--- src/rtl/simd_pkg.sv ---
`default_nettype none
// ============================================================================
// Module      : simd_pkg
// Description : Shared widths, lane defaults and FSM states for the SIMD feeder.
// Revision    : 1.0 - initial release
// ============================================================================
package simd_pkg;

    localparam int unsigned SIMD_LANES_DEF     = 4;
    localparam int unsigned DATA_WIDTH_DEF     = 8;
    localparam int unsigned WEIGHT_WIDTH_DEF   = 8;
    localparam int unsigned ACC_WIDTH_DEF      = 16;
    localparam int unsigned TIMEOUT_CYCLES_DEF = 64;

    // Activation lanes are fixed-width on the accelerator side
    localparam int unsigned ACT_WIDTH = 8;

    typedef enum logic [1:0] {
        ST_FILL  = 2'd0,
        ST_ISSUE = 2'd1,
        ST_WAIT  = 2'd2,
        ST_DRAIN = 2'd3
    } feeder_state_e;

    function automatic int unsigned idx_width(input int unsigned lanes);
        return (lanes > 1) ? $clog2(lanes) : 1;
    endfunction

endpackage
`default_nettype wire

--- src/rtl/simd_lane_packer.sv ---
`default_nettype none
// ============================================================================
// Module      : simd_lane_packer
// Description : Lane registers, write index and lane mask for one SIMD vector.
// Revision    : 1.0 - initial release
// ============================================================================
module simd_lane_packer
    import simd_pkg::*;
#(
    parameter int unsigned SIMD_LANES   = SIMD_LANES_DEF,
    parameter int unsigned DATA_WIDTH   = DATA_WIDTH_DEF,
    parameter int unsigned WEIGHT_WIDTH = WEIGHT_WIDTH_DEF
) (
    input  logic                           clk,
    input  logic                           rst,
    input  logic                           clear_i,
    input  logic                           wr_en_i,
    input  logic [DATA_WIDTH-1:0]          wr_data_i,
    input  logic [WEIGHT_WIDTH-1:0]        wr_weight_i,
    output logic [SIMD_LANES*DATA_WIDTH-1:0]   vec_data_o,
    output logic [SIMD_LANES*WEIGHT_WIDTH-1:0] vec_weight_o,
    output logic [SIMD_LANES-1:0]          mask_o,
    output logic                           last_lane_o
);

    localparam int unsigned IDX_W = idx_width(SIMD_LANES);

    logic [IDX_W-1:0]                   idx_q, idx_d;
    logic [SIMD_LANES*DATA_WIDTH-1:0]   data_q, data_d;
    logic [SIMD_LANES*WEIGHT_WIDTH-1:0] weight_q, weight_d;
    logic [SIMD_LANES-1:0]              mask_q, mask_d;

    // Clear has priority: the top never writes and clears in the same cycle
    always_comb begin
        idx_d    = idx_q;
        data_d   = data_q;
        weight_d = weight_q;
        mask_d   = mask_q;
        if (clear_i) begin
            idx_d    = '0;
            data_d   = '0;
            weight_d = '0;
            mask_d   = '0;
        end else if (wr_en_i) begin
            for (int l = 0; l < int'(SIMD_LANES); l++) begin
                if (idx_q == IDX_W'(l)) begin
                    data_d[l*DATA_WIDTH +: DATA_WIDTH]       = wr_data_i;
                    weight_d[l*WEIGHT_WIDTH +: WEIGHT_WIDTH] = wr_weight_i;
                    mask_d[l]                                = 1'b1;
                end
            end
            idx_d = idx_q + IDX_W'(1);
        end
    end

    always_ff @(posedge clk or posedge rst) begin
        if (rst) begin
            idx_q    <= '0;
            data_q   <= '0;
            weight_q <= '0;
            mask_q   <= '0;
        end else begin
            idx_q    <= idx_d;
            data_q   <= data_d;
            weight_q <= weight_d;
            mask_q   <= mask_d;
        end
    end

    assign vec_data_o   = data_q;
    assign vec_weight_o = weight_q;
    assign mask_o       = mask_q;
    assign last_lane_o  = (idx_q == IDX_W'(SIMD_LANES - 1));

endmodule
`default_nettype wire

--- src/rtl/simd_vector_feeder.sv ---
`default_nettype none
// ============================================================================
// Module      : simd_vector_feeder
// Description : Packs element pairs into a SIMD vector, issues it to the
//               accelerator and returns the captured results to the host.
// Revision    : 1.0 - initial release
// ============================================================================
module simd_vector_feeder
    import simd_pkg::*;
#(
    parameter int unsigned SIMD_LANES     = SIMD_LANES_DEF,
    parameter int unsigned DATA_WIDTH     = DATA_WIDTH_DEF,
    parameter int unsigned WEIGHT_WIDTH   = WEIGHT_WIDTH_DEF,
    parameter int unsigned ACC_WIDTH      = ACC_WIDTH_DEF,
    parameter int unsigned TIMEOUT_CYCLES = TIMEOUT_CYCLES_DEF
) (
    input  logic                                 clk,
    input  logic                                 rst,
    input  logic                                 in_valid,
    output logic                                 in_ready,
    input  logic [DATA_WIDTH-1:0]                in_data,
    input  logic [WEIGHT_WIDTH-1:0]              in_weight,
    input  logic                                 in_last,
    output logic                                 acc_enable,
    output logic                                 acc_simd_start,
    output logic                                 acc_data_valid,
    output logic [SIMD_LANES*DATA_WIDTH-1:0]     acc_vec_data,
    output logic [SIMD_LANES*WEIGHT_WIDTH-1:0]   acc_vec_weight,
    input  logic                                 acc_result_valid,
    input  logic [SIMD_LANES*ACC_WIDTH-1:0]      acc_vec_mac,
    input  logic [SIMD_LANES*ACT_WIDTH-1:0]      acc_vec_act,
    output logic                                 out_valid,
    input  logic                                 out_ready,
    output logic [SIMD_LANES*ACC_WIDTH-1:0]      out_mac,
    output logic [SIMD_LANES*ACT_WIDTH-1:0]      out_act,
    output logic [SIMD_LANES-1:0]                out_lane_mask,
    output logic                                 timeout_err,
    output logic                                 idle
);

    localparam int unsigned CNT_W = $clog2(TIMEOUT_CYCLES);

    feeder_state_e                   state_q;
    logic [CNT_W-1:0]                tmo_cnt_q;
    logic [SIMD_LANES*ACC_WIDTH-1:0] out_mac_q;
    logic [SIMD_LANES*ACT_WIDTH-1:0] out_act_q;
    logic                            timeout_err_q;

    logic                            accept;
    logic                            wait_expired;
    logic                            pack_clear;
    logic                            last_lane;
    logic [SIMD_LANES-1:0]           lane_mask;

    assign accept       = in_valid & in_ready;
    assign wait_expired = (tmo_cnt_q == CNT_W'(TIMEOUT_CYCLES - 1));
    // A result arriving on the expiry cycle wins over the timeout
    assign pack_clear   = ((state_q == ST_WAIT) & ~acc_result_valid & wait_expired)
                        | ((state_q == ST_DRAIN) & out_ready);

    simd_lane_packer #(
        .SIMD_LANES   (SIMD_LANES),
        .DATA_WIDTH   (DATA_WIDTH),
        .WEIGHT_WIDTH (WEIGHT_WIDTH)
    ) u_packer (
        .clk          (clk),
        .rst          (rst),
        .clear_i      (pack_clear),
        .wr_en_i      (accept),
        .wr_data_i    (in_data),
        .wr_weight_i  (in_weight),
        .vec_data_o   (acc_vec_data),
        .vec_weight_o (acc_vec_weight),
        .mask_o       (lane_mask),
        .last_lane_o  (last_lane)
    );

    always_ff @(posedge clk or posedge rst) begin
        if (rst) begin
            state_q       <= ST_FILL;
            tmo_cnt_q     <= '0;
            out_mac_q     <= '0;
            out_act_q     <= '0;
            timeout_err_q <= 1'b0;
        end else begin
            timeout_err_q <= 1'b0;
            case (state_q)
                ST_FILL: begin
                    if (accept && (last_lane || in_last)) begin
                        state_q <= ST_ISSUE;
                    end
                end
                ST_ISSUE: begin
                    tmo_cnt_q <= '0;
                    state_q   <= ST_WAIT;
                end
                ST_WAIT: begin
                    if (acc_result_valid) begin
                        out_mac_q <= acc_vec_mac;
                        out_act_q <= acc_vec_act;
                        state_q   <= ST_DRAIN;
                    end else if (wait_expired) begin
                        timeout_err_q <= 1'b1;
                        state_q       <= ST_FILL;
                    end else begin
                        tmo_cnt_q <= tmo_cnt_q + CNT_W'(1);
                    end
                end
                ST_DRAIN: begin
                    if (out_ready) begin
                        state_q <= ST_FILL;
                    end
                end
                default: state_q <= ST_FILL;
            endcase
        end
    end

    // in_ready is held low while reset is asserted so every output reads 0
    assign in_ready       = (state_q == ST_FILL) & ~rst;
    assign idle           = in_ready & ~(|lane_mask);
    assign acc_enable     = (state_q == ST_ISSUE) | (state_q == ST_WAIT);
    assign acc_simd_start = (state_q == ST_ISSUE);
    assign acc_data_valid = (state_q == ST_ISSUE);
    assign out_valid      = (state_q == ST_DRAIN);
    assign out_mac        = out_mac_q;
    assign out_act        = out_act_q;
    assign out_lane_mask  = lane_mask;
    assign timeout_err    = timeout_err_q;

endmodule
`default_nettype wire

--- config.mk ---
export PLATFORM = sky130hd
export DESIGN_NAME = simd_vector_feeder
export DESIGN_NICKNAME = d
export VERILOG_FILES = /design/src/rtl/simd_pkg.sv /design/src/rtl/simd_lane_packer.sv /design/src/rtl/simd_vector_feeder.sv
export SDC_FILE = /design/constraint.sdc
export NUM_CORES = 1
export LEC_CHECK = 0
export BUFFER_PORTS_ARGS = -buffer_cell sky130_fd_sc_hd__buf_2
export CORE_AREA = 2 2 129 131
export CTS_BUF_LIST = sky130_fd_sc_hd__clkbuf_8
export DETAILED_ROUTE_END_ITERATION = 8
export DIE_AREA = 0 0 131 133
export PLACE_DENSITY = 0.77
export SLEW_MARGIN = 30
export SYNTH_ARGS = -nofsm -noshare
export SYNTH_HDL_FRONTEND = slang
export SYNTH_SLANG_ARGS = --single-unit
--- constraint.sdc ---
create_clock -name clk -period 5.65 [get_ports clk]
set_input_delay 0.565 -clock clk [delete_from_list [all_inputs] [get_ports clk]]
set_output_delay 0.565 -clock clk [all_outputs]
set_load 0.05 [all_outputs]
* Yosys cells after proc, flatten, opt, wreduce, memory -nomap -nowiden
Cells that the tools add are included.
W data, S select, Z words.
** Storage, ports and cells
- Output and inout port bits :: 171
- Register bits :: 175
- Input bits :: 118
** Cells by class
- Reduce and logical (&&, ||, !) cells :: 18
- Add/sub/neg operators :: 2
- Equality and inequality tests :: 12
- Bitwise gates (word level) :: 11
- Multiplexer cells :: 31
** Operators by type and width (number)
- $mux W32 :: 4
- $mux W8 :: 8
- $mux W2 :: 6
- $mux W6 :: 2
- $pmux W6 S2 :: 1
- $reduce_bool A2 Y1 :: 6
- $reduce_and A2 Y1 :: 5
- $eq A2 B2 Y1 const B :: 4
- $mux W4 :: 2
- $pmux W2 S4 :: 1
- $mux W1 :: 7
- $add A6 B1 Y6 const B :: 1
- $and A1 B1 Y1 :: 6
- $eq A6 B6 Y1 const B :: 1
- $ne A2 B2 Y1 const B :: 3
- $reduce_and A3 Y1 :: 2
- $eq A2 B1 Y1 const B :: 2
- $logic_not A2 Y1 :: 2
- $reduce_or A4 Y1 :: 1
- $ne A3 B3 Y1 const B :: 1
- $not A1 Y1 :: 3
- $add A2 B1 Y2 const B :: 1
- $ne A2 B1 Y1 const B :: 1
- $or A1 B1 Y1 :: 2
- other kinds (2) :: 2

* Depth between registers and ports, before layout
Gate-level depths: netlist (run 1).
- Word-level depth :: 6
- Mapped depth :: 9

* Cells and area by module
A second synthesis (run 1) with hierarchy kept.
** Second synthesis, totals
- Cell total of the unflattened synthesis :: 525
- Area total of the unflattened synthesis :: 7320.8 um2
** Modules (own cells, without submodules)
- simd_vector_feeder :: instances 1, cells an instance 271, area each 4164.0 um2, sequential area each 2627.5 um2
- simd_lane_packer :: instances 1, cells an instance 254, area each 3156.8 um2, sequential area each 1751.7 um2

* Least setup slack after synthesis (run 1)
Ideal clock, no wire load.
- Path type :: register -> output
- From :: register state_q[0]
- To :: output port idle
- Path buffers :: 0
- Stages on the path, launching flop included :: 5
- Slack :: 3128 ps
- Arrival time :: 1957 ps
- Required time :: 5085 ps
- Cells stage by stage :: dfrtp_1 -> inv_1 -> ha_1 -> nor2b_1 -> and2_1
** On the way
- Cells in the longest elaborated chain, start to end :: 3
** RTL lines
- start, declared :: line simd_vector_feeder.sv:43 : feeder_state_e state_q;
- start signal, assigned :: line simd_vector_feeder.sv:80 : state_q <= ST_FILL;
- start signal, assigned :: line simd_vector_feeder.sv:90 : state_q <= ST_ISSUE;
- start signal, assigned :: line simd_vector_feeder.sv:95 : state_q <= ST_WAIT;
- $logic_not A2 Y1 :: line simd_vector_feeder.sv:120 : assign in_ready = (state_q == ST_FILL) & ~rst;
- $and A1 B1 Y1 :: line simd_vector_feeder.sv:120
- net in_ready :: line simd_vector_feeder.sv:20 : output logic in_ready,
- $and A1 B1 Y1 :: line simd_vector_feeder.sv:121 : assign idle = in_ready & ~(|lane_mask);
- end, declared :: line simd_vector_feeder.sv:38 : output logic idle
The timed path passes the listed nets, and every way through them passes these cells.

* Worst setup path after layout (run 1)
- From :: register state_q[1]
- To :: output port acc_enable
** On the way
- Cells in the longest elaborated chain, start to end :: 2
- Elaborated cells between the ends (all ways) :: 3
- Those cells by class :: 2 x eq/ne; 1 x bitwise
** RTL lines
- $eq A2 B1 Y1 / $eq A2 B2 Y1 (equally long branches) :: line simd_vector_feeder.sv:122 : assign acc_enable = (state_q == ST_ISSUE) | (state_q == ST_WAIT);
- $or A1 B1 Y1 * :: line simd_vector_feeder.sv:122
- end, declared :: line simd_vector_feeder.sv:24 : output logic acc_enable,
Every way passes the cells marked *; elsewhere a longest branch is shown, timed or not.

==> out/metrics.csv, run 1 <==
stage,metric,value,unit
grt,grt_usage,19.7,%
worst_setup_path,setup.worst_path.start,state_q[1]$_DFFE_PP0P_,
cts,cts-root-buf,clkbuf_8,
sta,skew,13.9,ps
floorplanning,initial_utilization,43.6,%
cts,ctsHoldBuffers,0,
worst_setup_path,end_kind,output pin,
worst_setup_path,crit_arrival,1830,ps
detailed_routing,routedWlPerCell,15.8,um
cts,cts-resized-gates,0,
cells_and_area,num-nets-final,987,
cts,worstSkewPairLatency,460,ps
sta,slew_viol_final,0,
sta,fin_crit,2400,ps
cells_and_area,layout-drive-gt1-share,48.9,%
grt,grt_max_degree,96,
grt,grt_pass1_wl,26.7,mm
cts,cts_sinks,175,
logic_synthesis,netlist.area_leader.share,62.2,%
detailed_routing,wirelength,17.2,mm
cts,clk_pin_slew_worst_paths,90,ps
run_status,status,"complete, no violations",
cts,cts_tree,yes,
placed_design,portBuffers,288,
logic_synthesis,synth_cells,582,
detailed_routing,vias,5359,
floorplanning,rows,47,
grt,grt_antenna_before_repair,0,
logic_synthesis,avgSynthCellArea,12.1,um^2
logic_synthesis,yosysTopAreaCell,dfrtp_1,
worst_setup_path,rrSetupSlack,3390,ps
sta,slew_headroom,42.4,%
sta,fmax,418,MHz
cts,cts_setup_buffers,0,
cells_and_area,antenna_cells,0,
detailed_routing,ant_nets,0,
sta,final_hold_viol_count,0,
sta,tns,0,ps
worst_setup_path,r2r_start,state_q[1]$_DFFE_PP0P_,
logic_synthesis,ys_warn_count,0,
floorplanning,die_area,17400,um^2
logic_synthesis,yosysSeqAreaShare,62.2,%
grt,globalRoute.totalOverflow,0,
worst_setup_path,worst-path-max-fanout,12,
logic_synthesis,synth_fp_nets,710,
worst_setup_path,worst-endpoint-required,5090,ps
sta,rsz0062_at_grt,no,
detailed_routing,vias_per_cell,4.91,
cells_and_area,layout_commonest_cell,buf_2,
placed_design,dp_hpwl,12.3,mm
logic_synthesis,ys.flop_type,dfrtp_1,
cts,ctsHtreeMaxLevel,4,
grt,grt_pass1_vias,5271,
sta,tightest_slew,864,ps
logic_synthesis,ys_async_sr_fraction,100,%
run,maxCapViolCount,0,
logic_synthesis,synth_cell_types,35,
floorplanning,io-pin-count,289,
sta,min_period_over_period,42.4,%
worst_setup_path,cp-start-kind,flop,
placed_design,place_congestion,0.803,
cells_and_area,area_delta_synth_final,28.1,%
worst_setup_path,rr_worst_depth,6,
worst_setup_path,rr_endpoint,u_packer.vec_weight_o[16]$_DFFE_PP0P_,
logic_synthesis,synth.area.top_cells,"dfrtp_1, mux2_2, nand2_1",
logic_synthesis,synth_edf_count,0,
cells_and_area,final_cell_mix,"buf_2, dfrtp_1, nand2_1, mux2_2, a21oi_1",
worst_hold_path,hold_class,primary input to asynchronous set/reset pin,
worst_setup_path,path_class,flop to output pin,
floorplanning,die_w,131,um
detailed_routing,drc,0,
floorplanning,die_h,133,um
floorplanning,core_area,16200,um^2
detailed_routing,detail_route.iter0.violations,297,
sta,setup_viol,0,
cts,numCtsBuffers,17,
detailed_routing,firstDrtPassIters,4,
logic_synthesis,ys_ff_latch,175,
cts,clockBufferDepth,2,
logic_synthesis,syn_area,7040,um^2
-- through the flow --
stage | setup slack, ps | cell area [um^2] | util (%) | hold WS, ps | cells
finish | 3250 | 9020 | 55.8 | 306 | 1092
global route | 3140 | 9020 | 55.8 | 297 | 1092
CTS | 3210 | 9020 | 55.8 | 299 | 1092
detailed placement | 3410 | 8570 | 53.0 | 487 | 1060
global placement | 3250 | 8570 | 53.0 | 482 | 1060
floorplan | 340 | 7040 | - | 536 | 582
-- cell type report --
type                    instances  area [um^2]
clock buffers                  18          248
clock inverters                14          203
fillers                      1375         7150
inverters                       8         35.0
multi-input cells             365         2410
flip-flops and latches        175         4380
well taps                     220          275
repair buffers                292         1480
-- cells by family (layout without fill, tap and decap cells) --
family / count (synthesis) / after routing / share of synthesized area (%)
compound gates: 84 / 84 / 6.66
fa+ha+maj: 10 / 10 / 1.78
simple gates: 174 / 174 / 10.1
mux: 96 / 96 / 15.3
buf+inv: 42 / 332 / 3.78
flops: 175 / 175 / 62.2
xor+xnor: 1 / 1 / 0.124
-- critical path, stage by stage (launching register included) --
cell     delay, ps
dfrtp_1        430
inv_1          110
ha_1           500
buf_2          330
-- flip-flops by register name, indices dropped and copies added (netlist names) --
signal	flops
out_mac	64
u_packer.mask_o	4
u_packer.vec_weight_o	32
timeout_err	1
tmo_cnt_q	6
state_q	2
u_packer.vec_data_o	32
out_act	32
u_packer.idx_q	2
-- metal layers --
layer | vias to the layer above | share of wire [%] | routed length, um | track usage, %
met2 | 203 | 50 | 8630 | 32.2
li1 | 2516 | - | - | -
met5 | - | 0 | 0 | 0
met3 | 40 | 6.7 | 1160 | 5.01
met4 | 0 | 3.1 | 538 | 9.28
met1 | 2600 | 40 | 6870 | 24.3
-- worst max-delay path by stage --
stage | end | slack (ps) | cells after the start
2_1_floorplan | out_act[0]$_DFFE_PP0P_ | 340 | 1
3_3_place_gp | out_act[0]$_DFFE_PP0P_ | 3250 | 5
3_5_place_dp | u_packer.vec_weight_o[16]$_DFFE_PP0P_ | 3410 | 5
4_1_cts | acc_enable | 3210 | 3
5_1_grt | acc_enable | 3140 | 3
6_report | acc_enable | 3250 | 3
-- cells in the mapped netlist, types with 2 or more instances --
master    count
clkbuf_1      2
nor2b_1       2
mux2_2       96
nand2_1     137
inv_1         8
nand3_1       7
buf_4        10
buf_6         7
nor2_1       13
ha_1         10
and2_1        5
o21ai_0       2
nand2b_1      3
dfrtp_1     175
a21oi_1      70
buf_2        15
a21o_1        2
Power of run 1 is not shown: default switching activity piles up to over one toggle a cycle in this logic, so the estimate is an artifact.
==> inputs of run 2 (changes only) <==
clock period = 2.1 ns   (was 5.65 ns; I/O delays follow)
==> run 2 against run 1 <==
Register-to-register slack worse by 3200 ps. Critical path depth stayed put. Flip-flop and latch count stayed put. Routed wire length is 21% higher. Non-clock buffer count is 125 higher. Critical path type unchanged. Critical endpoint unchanged.
==> out/metrics.csv, run 2 (synthesis gave the netlist of run 1 again) <==
stage,metric,value,unit,change
detailed_routing,vias,5973,,+11%
detailed_routing,maxUsedRoutingLayer,met4,,
placed_design,dpl_cell_area,8870,um^2,+3.5%
floorplanning,initial_utilization,43.6,%,unchanged
grt,grt_max_degree,71,,-26%
floorplanning,die_h,133,um,unchanged
run,maxCapViolCount,0,,unchanged
grt,grt_antenna_before_repair,0,,unchanged
cts,clockBufferDepth,2,,unchanged
sta,rsz0062_at_grt,no,,
sta,fmax,513,MHz,
sta,hold_slack,33.3,ps,-273 ps
cts,cts_tree,yes,,
cells_and_area,fillCellCount,1229,,-11%
cts,cts-root-buf,clkbuf_8,,
cells_and_area,layout-drive-gt1-share,44.9,%,-3.9 points
grt,grt_pass1_vias,6040,,+15%
cells_and_area,post-route-util,63.8,%,+8.0 points
detailed_routing,dr_wl_met3,1.27,mm,+9.6%
sta,fin_crit,1950,ps,
detailed_routing,firstDrtPassIters,4,,unchanged
cts,cts_setup_buffers,0,,unchanged
grt,globalRoute.totalOverflow,0,,unchanged
grt,grt_pass1_wl,31.6,mm,+18%
placed_design,dp_hpwl,13.3,mm,+8.2%
cells_and_area,antenna_cells,0,,unchanged
worst_setup_path,cp-start-kind,flop,,
detailed_routing,vias_per_cell,4.91,,about the same
cts,ctsHtreeMaxLevel,4,,unchanged
floorplanning,io-pin-count,289,,unchanged
grt,grt_usage,23.7,%,+4.0 points
cts,numCtsBuffers,17,,unchanged
cells_and_area,area_delta_synth_final,46.4,%,
power_and_ir_drop,ir_worst_vdd,1080,uV,
cells_and_area,finalInstanceArea,10300,um^2,+14%
cells_and_area,largest_reg_flops,64,,unchanged
sta,slew_headroom,59.2,%,+17 points
placed_design,place_congestion,0.813,,+1.3%
cells_and_area,num-nets-final,1112,,+13%
floorplanning,die_area,17400,um^2,unchanged
cts,worstSkewPairLatency,450,ps,about the same
floorplanning,rows,47,,unchanged
sta,setup_viol,0,,unchanged
worst_hold_path,hold_class,primary input to flop,,
detailed_routing,drt-met1-wl,8.32,mm,+21%
worst_setup_path,path_class,flop to output pin,,
sta,final_hold_viol_count,0,,unchanged
cells_and_area,layout_commonest_cell,buf_2,,
power_and_ir_drop,p_total,18.0,mW,
sta,slew_viol_final,0,,unchanged
detailed_routing,detail_route.iter0.violations,326,,+9.8%
detailed_routing,routedWlPerCell,17.2,um,+9.0%
detailed_routing,wirelength,20.9,mm,+21%
cts,cts_sinks,175,,unchanged
sta,tns,0,ps,unchanged
floorplanning,die_w,131,um,unchanged
floorplanning,core_area,16200,um^2,unchanged
detailed_routing,ant_nets,0,,unchanged
worst_setup_path,worst-path-max-fanout,12,,unchanged
power_and_ir_drop,leakage,5.14,nW,
worst_setup_path,crit_arrival,1740,ps,-90 ps
run_status,status,"complete, no violations",,
worst_setup_path,end_kind,output pin,,
sta,skew,17.4,ps,+3.50 ps
cts,clk_pin_slew_worst_paths,90,ps,about the same
sta,min_period_over_period,92.9,%,
power_and_ir_drop,power_density,1750,nW/um^2,
sta,tightest_slew,611,ps,-253 ps
cells_and_area,final_cell_mix,"buf_2, dfrtp_1, nand2_1, dlygate4sd3_1, mux2_2",,
detailed_routing,wl_met2,10.8,mm,+25%
worst_setup_path,worst-endpoint-required,1890,ps,-3200 ps
placed_design,portBuffers,288,,unchanged
detailed_routing,drc,0,,unchanged
==> run 2: where the power goes <==
group / internal, mW / switching (mW)
Clock: 1.02 / 1.28
Combinational: 2.63 / 7.42
Sequential: 4.85 / 0.835
Total: 8.50 / 9.53
==> run 2: metal layers <==
layer | track usage (%) | up-vias
li1 | - | 2760
met1 | 27.7 | 2929
met3 | 6.43 | 45
met2 | 41.3 | 239
met4 | 8.69 | 0
met5 | 0 | -
==> run 2: area by class of cell <==
cell class                 count  area, um^2  area share, %
tap                          220         275           2.67
clock inverter                13         126           1.23
multi-input combinational    365        2410           23.4
sequential                   175        4380           42.5
clock buffer                  19         262           2.54
timing repair buffer         417        2820           27.4
inverter                       8        33.8          0.328
==> run 2: worst max-delay path, cell delays in order (launching register included) <==
cell	delay, ps
dfrtp_1	410
inv_1	110
ha_2	460
buf_2	310
==> run 2: what timing repair did <==
| action | in CTS | in global routing |
|---|---|---|
| gates resized for setup | 0 | 1 |
| hold endpoints to repair | 130 | 1 |
| endpoints found under the setup margin | 0 | 1 |
| hold buffers | 104 | 1 |
==> run 2: final timing paths <==
| path | startpoint | endpoint | slack, ps | cells after the start |
|---|---|---|---|---|
| max | state_q[0]$_DFFE_PP0P_ | acc_enable | 150 | 3 |
| min | in_data[1] | u_packer.vec_data_o[17]$_DFFE_PP0P_ | 30 | 3 |
| max reg2reg | state_q[0]$_DFFE_PP0P_ | u_packer.vec_weight_o[13]$_DFFE_PP0P_ | 230 | 7 |
| min reg2reg | out_mac[9]$_DFFE_PP0P_ | out_mac[9]$_DFFE_PP0P_ | 500 | 1 |
| max in group asynchronous | rst | u_packer.vec_weight_o[13]$_DFFE_PP0P_ | 1050 | 4 |
| min in group asynchronous | rst | u_packer.idx_q[1]$_DFFE_PP0P_ | 400 | 3 |
==> run 2: through the flow <==
| step | worst slack [ps] | cells |
|---|---|---|
| final | 150 | 1217 |
| after global routing | 12.1 | 1217 |
| after CTS | 12.3 | 1216 |
| after detailed placement | 226 | 1080 |
| after global placement | 382 | 1080 |
| after floorplan | -349 | 582 |
(Power assumes the default switching activity.)
